`src/rtl/serial_compare.sv`:
```
// Bit-serial WIDTH-bit magnitude comparator producing registered equal/greater/less flags.
// Define SERIAL_CMP_LSB_FIRST_EN for LSB-first operand streams (default is MSB-first).
module serial_compare #(
    parameter int WIDTH = 8
) (
    input  logic clk,
    input  logic rst,
    input  logic start,
    input  logic bit_valid,
    input  logic a_bit,
    input  logic b_bit,
    output logic busy,
    output logic done,
    output logic esit,
    output logic buyuk,
    output logic kucuk
);

    localparam int CW = $clog2(WIDTH + 1);
    localparam logic [CW-1:0] LAST_IDX = CW'(WIDTH - 1);

    typedef enum logic [1:0] {
        IDLE,
        RUN,
        DONE
    } state_t;

    state_t         state_q, state_d;
    logic [CW-1:0]  cnt_q, cnt_d;
    logic           decided_q, decided_d;
    logic           gt_q, gt_d;
    logic           esit_q, esit_d;
    logic           buyuk_q, buyuk_d;
    logic           kucuk_q, kucuk_d;
    logic           diff;

    assign diff = a_bit ^ b_bit;

    always_comb begin
        state_d   = state_q;
        cnt_d     = cnt_q;
        decided_d = decided_q;
        gt_d      = gt_q;
        esit_d    = esit_q;
        buyuk_d   = buyuk_q;
        kucuk_d   = kucuk_q;

        case (state_q)
            IDLE: begin
                if (start) begin
                    state_d   = RUN;
                    cnt_d     = '0;
                    decided_d = 1'b0;
                    gt_d      = 1'b0;
                end
            end
            RUN: begin
                // start has priority over a bit pair presented in the same cycle
                if (start) begin
                    cnt_d     = '0;
                    decided_d = 1'b0;
                    gt_d      = 1'b0;
                end else if (bit_valid) begin
                    cnt_d = cnt_q + CW'(1);
`ifdef SERIAL_CMP_LSB_FIRST_EN
                    if (diff) begin
`else
                    if (diff && !decided_q) begin
`endif
                        decided_d = 1'b1;
                        gt_d      = a_bit;
                    end
                    // Flags are registered on the way into DONE so they are visible with done
                    if (cnt_q == LAST_IDX) begin
                        state_d = DONE;
                        esit_d  = ~decided_d;
                        buyuk_d = decided_d & gt_d;
                        kucuk_d = decided_d & ~gt_d;
                    end
                end
            end
            DONE: begin
                if (start) begin
                    state_d   = RUN;
                    cnt_d     = '0;
                    decided_d = 1'b0;
                    gt_d      = 1'b0;
                end else begin
                    state_d = IDLE;
                end
            end
            default: state_d = IDLE;
        endcase
    end

    always_ff @(posedge clk) begin
        if (rst) begin
            state_q   <= IDLE;
            cnt_q     <= '0;
            decided_q <= 1'b0;
            gt_q      <= 1'b0;
            esit_q    <= 1'b0;
            buyuk_q   <= 1'b0;
            kucuk_q   <= 1'b0;
        end else begin
            state_q   <= state_d;
            cnt_q     <= cnt_d;
            decided_q <= decided_d;
            gt_q      <= gt_d;
            esit_q    <= esit_d;
            buyuk_q   <= buyuk_d;
            kucuk_q   <= kucuk_d;
        end
    end

    assign busy  = (state_q == RUN);
    assign done  = (state_q == DONE);
    assign esit  = esit_q;
    assign buyuk = buyuk_q;
    assign kucuk = kucuk_q;

endmodule
```
`config.mk`:
```
export PLATFORM = sky130hd
export DESIGN_NAME = serial_compare
export DESIGN_NICKNAME = d
export VERILOG_FILES = /design/src/rtl/serial_compare.sv
export SDC_FILE = /design/constraint.sdc
export NUM_CORES = 1
export LEC_CHECK = 0
export ABC_AREA = 1
export BUFFER_PORTS_ARGS = -buffer_cell sky130_fd_sc_hd__buf_2
export CAP_MARGIN = 30
export CORE_MARGIN = 3
export CORE_UTILIZATION = 35
export CTS_BUF_LIST = sky130_fd_sc_hd__clkbuf_16
export CTS_CLUSTER_SIZE = 16
export DETAILED_ROUTE_END_ITERATION = 8
export PLACE_DENSITY_LB_ADDON = 0.25
export SETUP_SLACK_MARGIN = 0.2
export SYNTH_ARGS = -nofsm -noshare
export SYNTH_HDL_FRONTEND = slang
export SYNTH_SLANG_ARGS = --single-unit
```
`constraint.sdc`:
```
create_clock -name clk -period 1.5 [get_ports clk]
set_clock_uncertainty 0.05 [all_clocks]
set_input_delay 0.15 -clock clk [delete_from_list [all_inputs] [get_ports clk]]
set_output_delay 0.15 -clock clk [all_outputs]
set_load 0.03 [all_outputs]
```
==> results_dict.tcl <==
set metrics [dict create \
    status "completed" \
    synth_area_leaders "dfxtp_1, nand2_1, a21oi_1, inv_1, nor2_1" \
    rows 13 \
    hold_violations 0 \
    r2r-end "kucuk" \
    synth_top_area_cell "dfxtp_1" \
    min_path_cells 2 \
    avgViaCountPerCell 4.83 \
    mostFrequentLayoutCell "nand2_1" \
    slew_headroom_pct 84.4 \
    rsz0062_at_grt "yes" \
    port_buffers 10 \
    grt_max_degree 11 \
    clockRootBuffer "clkbuf_16" \
    ios 11 \
    worstPathCellList "ha_4 -> nand2_4 -> nor2_4 -> nand2_4 -> nor2_4 -> nand2_2 -> a21oi_2" \
    reg2reg_depth 7 \
    synth-seq-cells 11 \
    finalSetupTns_ns 0 \
    startpoint "cnt_q[1]" \
    drv_cap 0 \
    hold_class "input pin to register" \
    ant_nets 0 \
    finalSetupViolCount 0 \
    drive_gt1_share_pct 37.8 \
    die_y_um 45.6 \
    drt_first_pass_iters 2 \
    critPathSlowestCell "dfxtp_4" \
    crit_buf_inv 0 \
    ir_drop_uv 1090 \
    slowest_delay_ns 0.36 \
    wire_per_inst_um 11.4 \
    finalNetCount 106 \
    timing.hold.ws_ns 0.127 \
    cp_data_required_time_ns 1.62 \
    p_total_uw 859 \
    final_cell_mix "nand2_1, inv_1, buf_2" \
    worst-path-stages 7 \
    synth_area_sq_um 549 \
    place_congestion 0.757 \
    die_x_um 45.6 \
    drc 0 \
    crit_path_end "kucuk" \
    worst_pin_slew_ns 0.233 \
    timing.final.crit_share_pct 83.2 \
    r2r_slack_ns 0.25 \
    dp_hpwl_um 867 \
    final_cells 113 \
    grt_pass1_wl_um 2100 \
    r2r_start "cnt_q[1]" \
    power_leakage_uw 0.000366 \
    synth.distinct_cells 19 \
    vias 546 \
    drt-total-wl_um 1290 \
    cp_top_family "simple AND/OR/NAND/NOR gates" \
    crit_fanout 3 \
    placed_cells 103 \
    htree_levels 1 \
    clock_path_buffers 2 \
    track_usage_pct 14.5 \
    synthCells 79 \
    cts.clk_slew.worst_paths_ns 0.04 \
    grt_pass1_vias 484 \
    area_growth_syn_to_layout_pct 43.1 \
    syn-num-nets 86 \
    initial_core_util_pct 39.7 \
    fillers 132 \
    grt-ovfl-total 0 \
    synth_seq_area_share_pct 40.1 \
    synth_top_area_share_pct 40.1 \
    crit_path_start_kind "register" \
    diodes 0 \
    clock_sinks 11 \
    numCtsBuffers 3 \
    drt_iter0_markers 4 \
    min_period_ns 1.25 \
    dieArea_sq_um 2080 \
    cts_tree "yes" \
    clock_latency_ns 0.24 \
    synth_warnings 0 \
    postSynthAreaPerCell_sq_um 6.95 \
    arrival_ns 1.37 \
    coreArea_sq_um 1380 \
    drv_slew 0 \
    antenna_found_initial 0 \
    clock.fmax_mhz 802 \
    end_kind "register" \
    path_class "register to register" \
    power_density_nw_per_um2 1090 \
]
## registers in the layout, summed over array words and instances (netlist names)
register / cells
decided_q: 1
gt_q: 1
cnt_q: 4
buyuk: 1
kucuk: 1
state_q: 2
esit: 1
## final cells by class
type | instances | area (sq um) | share of cell area (%)
well taps | 15 | 18.8 | 2.39
inverters | 10 | 37.5 | 4.78
multi-input cells | 57 | 329 | 41.9
repair buffers | 16 | 95.1 | 12.1
clock buffers | 3 | 75.1 | 9.55
clock inverters | 1 | 3.75 | 0.478
flip-flops and latches | 11 | 226 | 28.8
## power breakdown
group | internal [uW] | switching (uW) | total [uW] | leakage [uW]
Clock | 349 | 126 | 476 | 0.0000423
Sequential | 299 | 6.56 | 305 | 0.0000905
Combinational | 27.1 | 51.8 | 78.8 | 0.000233
Total | 675 | 184 | 859 | 0.000366
## worst min path at each step
stage	from	to	slack [ns]
3_5_place_dp	start	state_q[1]	0.36
4_1_cts	start	state_q[1]	0.11
5_1_grt	start	state_q[1]	0.13
2_1_floorplan	start	state_q[1]	0.17
3_3_place_gp	start	state_q[1]	0.36
6_report	start	state_q[1]	0.13
## cell usage after synthesis
library cell / count
nor2_4: 2
o22ai_1: 1
nand3_1: 2
nor3_1: 2
a211oi_1: 1
dfxtp_1: 11
a21oi_1: 9
nand2_1: 23
clkbuf_1: 1
inv_1: 9
nand2_4: 1
nand2_2: 1
nor4_2: 1
o21ai_0: 3
nor2_1: 8
ha_1: 1
or2_2: 1
nor2_2: 1
inv_2: 1
## cell families (layout without fill, tap and decap cells)
group / count (synthesis) / after routing / share of synthesized area, %
compound gates: 14 / 14 / 13.4
flops: 11 / 11 / 40.1
fa+ha+maj: 1 / 1 / 2.28
buf+inv: 11 / 30 / 7.52
simple gates: 42 / 42 / 36.7
## through the flow
step	area [sq um]	setup WS, ns	util, %
2_1_floorplan	549	0.289	-
6_report	786	0.253	56.8
4_1_cts	698	0.206	50.5
3_5_place_dp	614	0.181	44.4
3_3_place_gp	614	0.246	44.4
5_1_grt	786	0.175	56.8
## metal layers
metal,routed length (um),vias to the layer above,global-route usage (%)
met5,0,-,0
met4,10,0,5.26
met3,33,2,5.93
met2,678,6,23.7
met1,567,248,16.7
li1,-,290,-
## worst register-to-register path, delay by kind of cell, from the launching register on
family	cells	cell delay, ns
simple gates	5	0.50
fa+ha+maj	1	0.15
compound gates	1	0.13
flops	1	0.36
## repair_timing
action	in CTS	in global routing
resized for setup	1	13
setup buffers	0	6
setup endpoints to repair	3	5
hold buffers	0	0
pin swaps	0	5
Note: power is estimated with default switching activity, not from simulation.
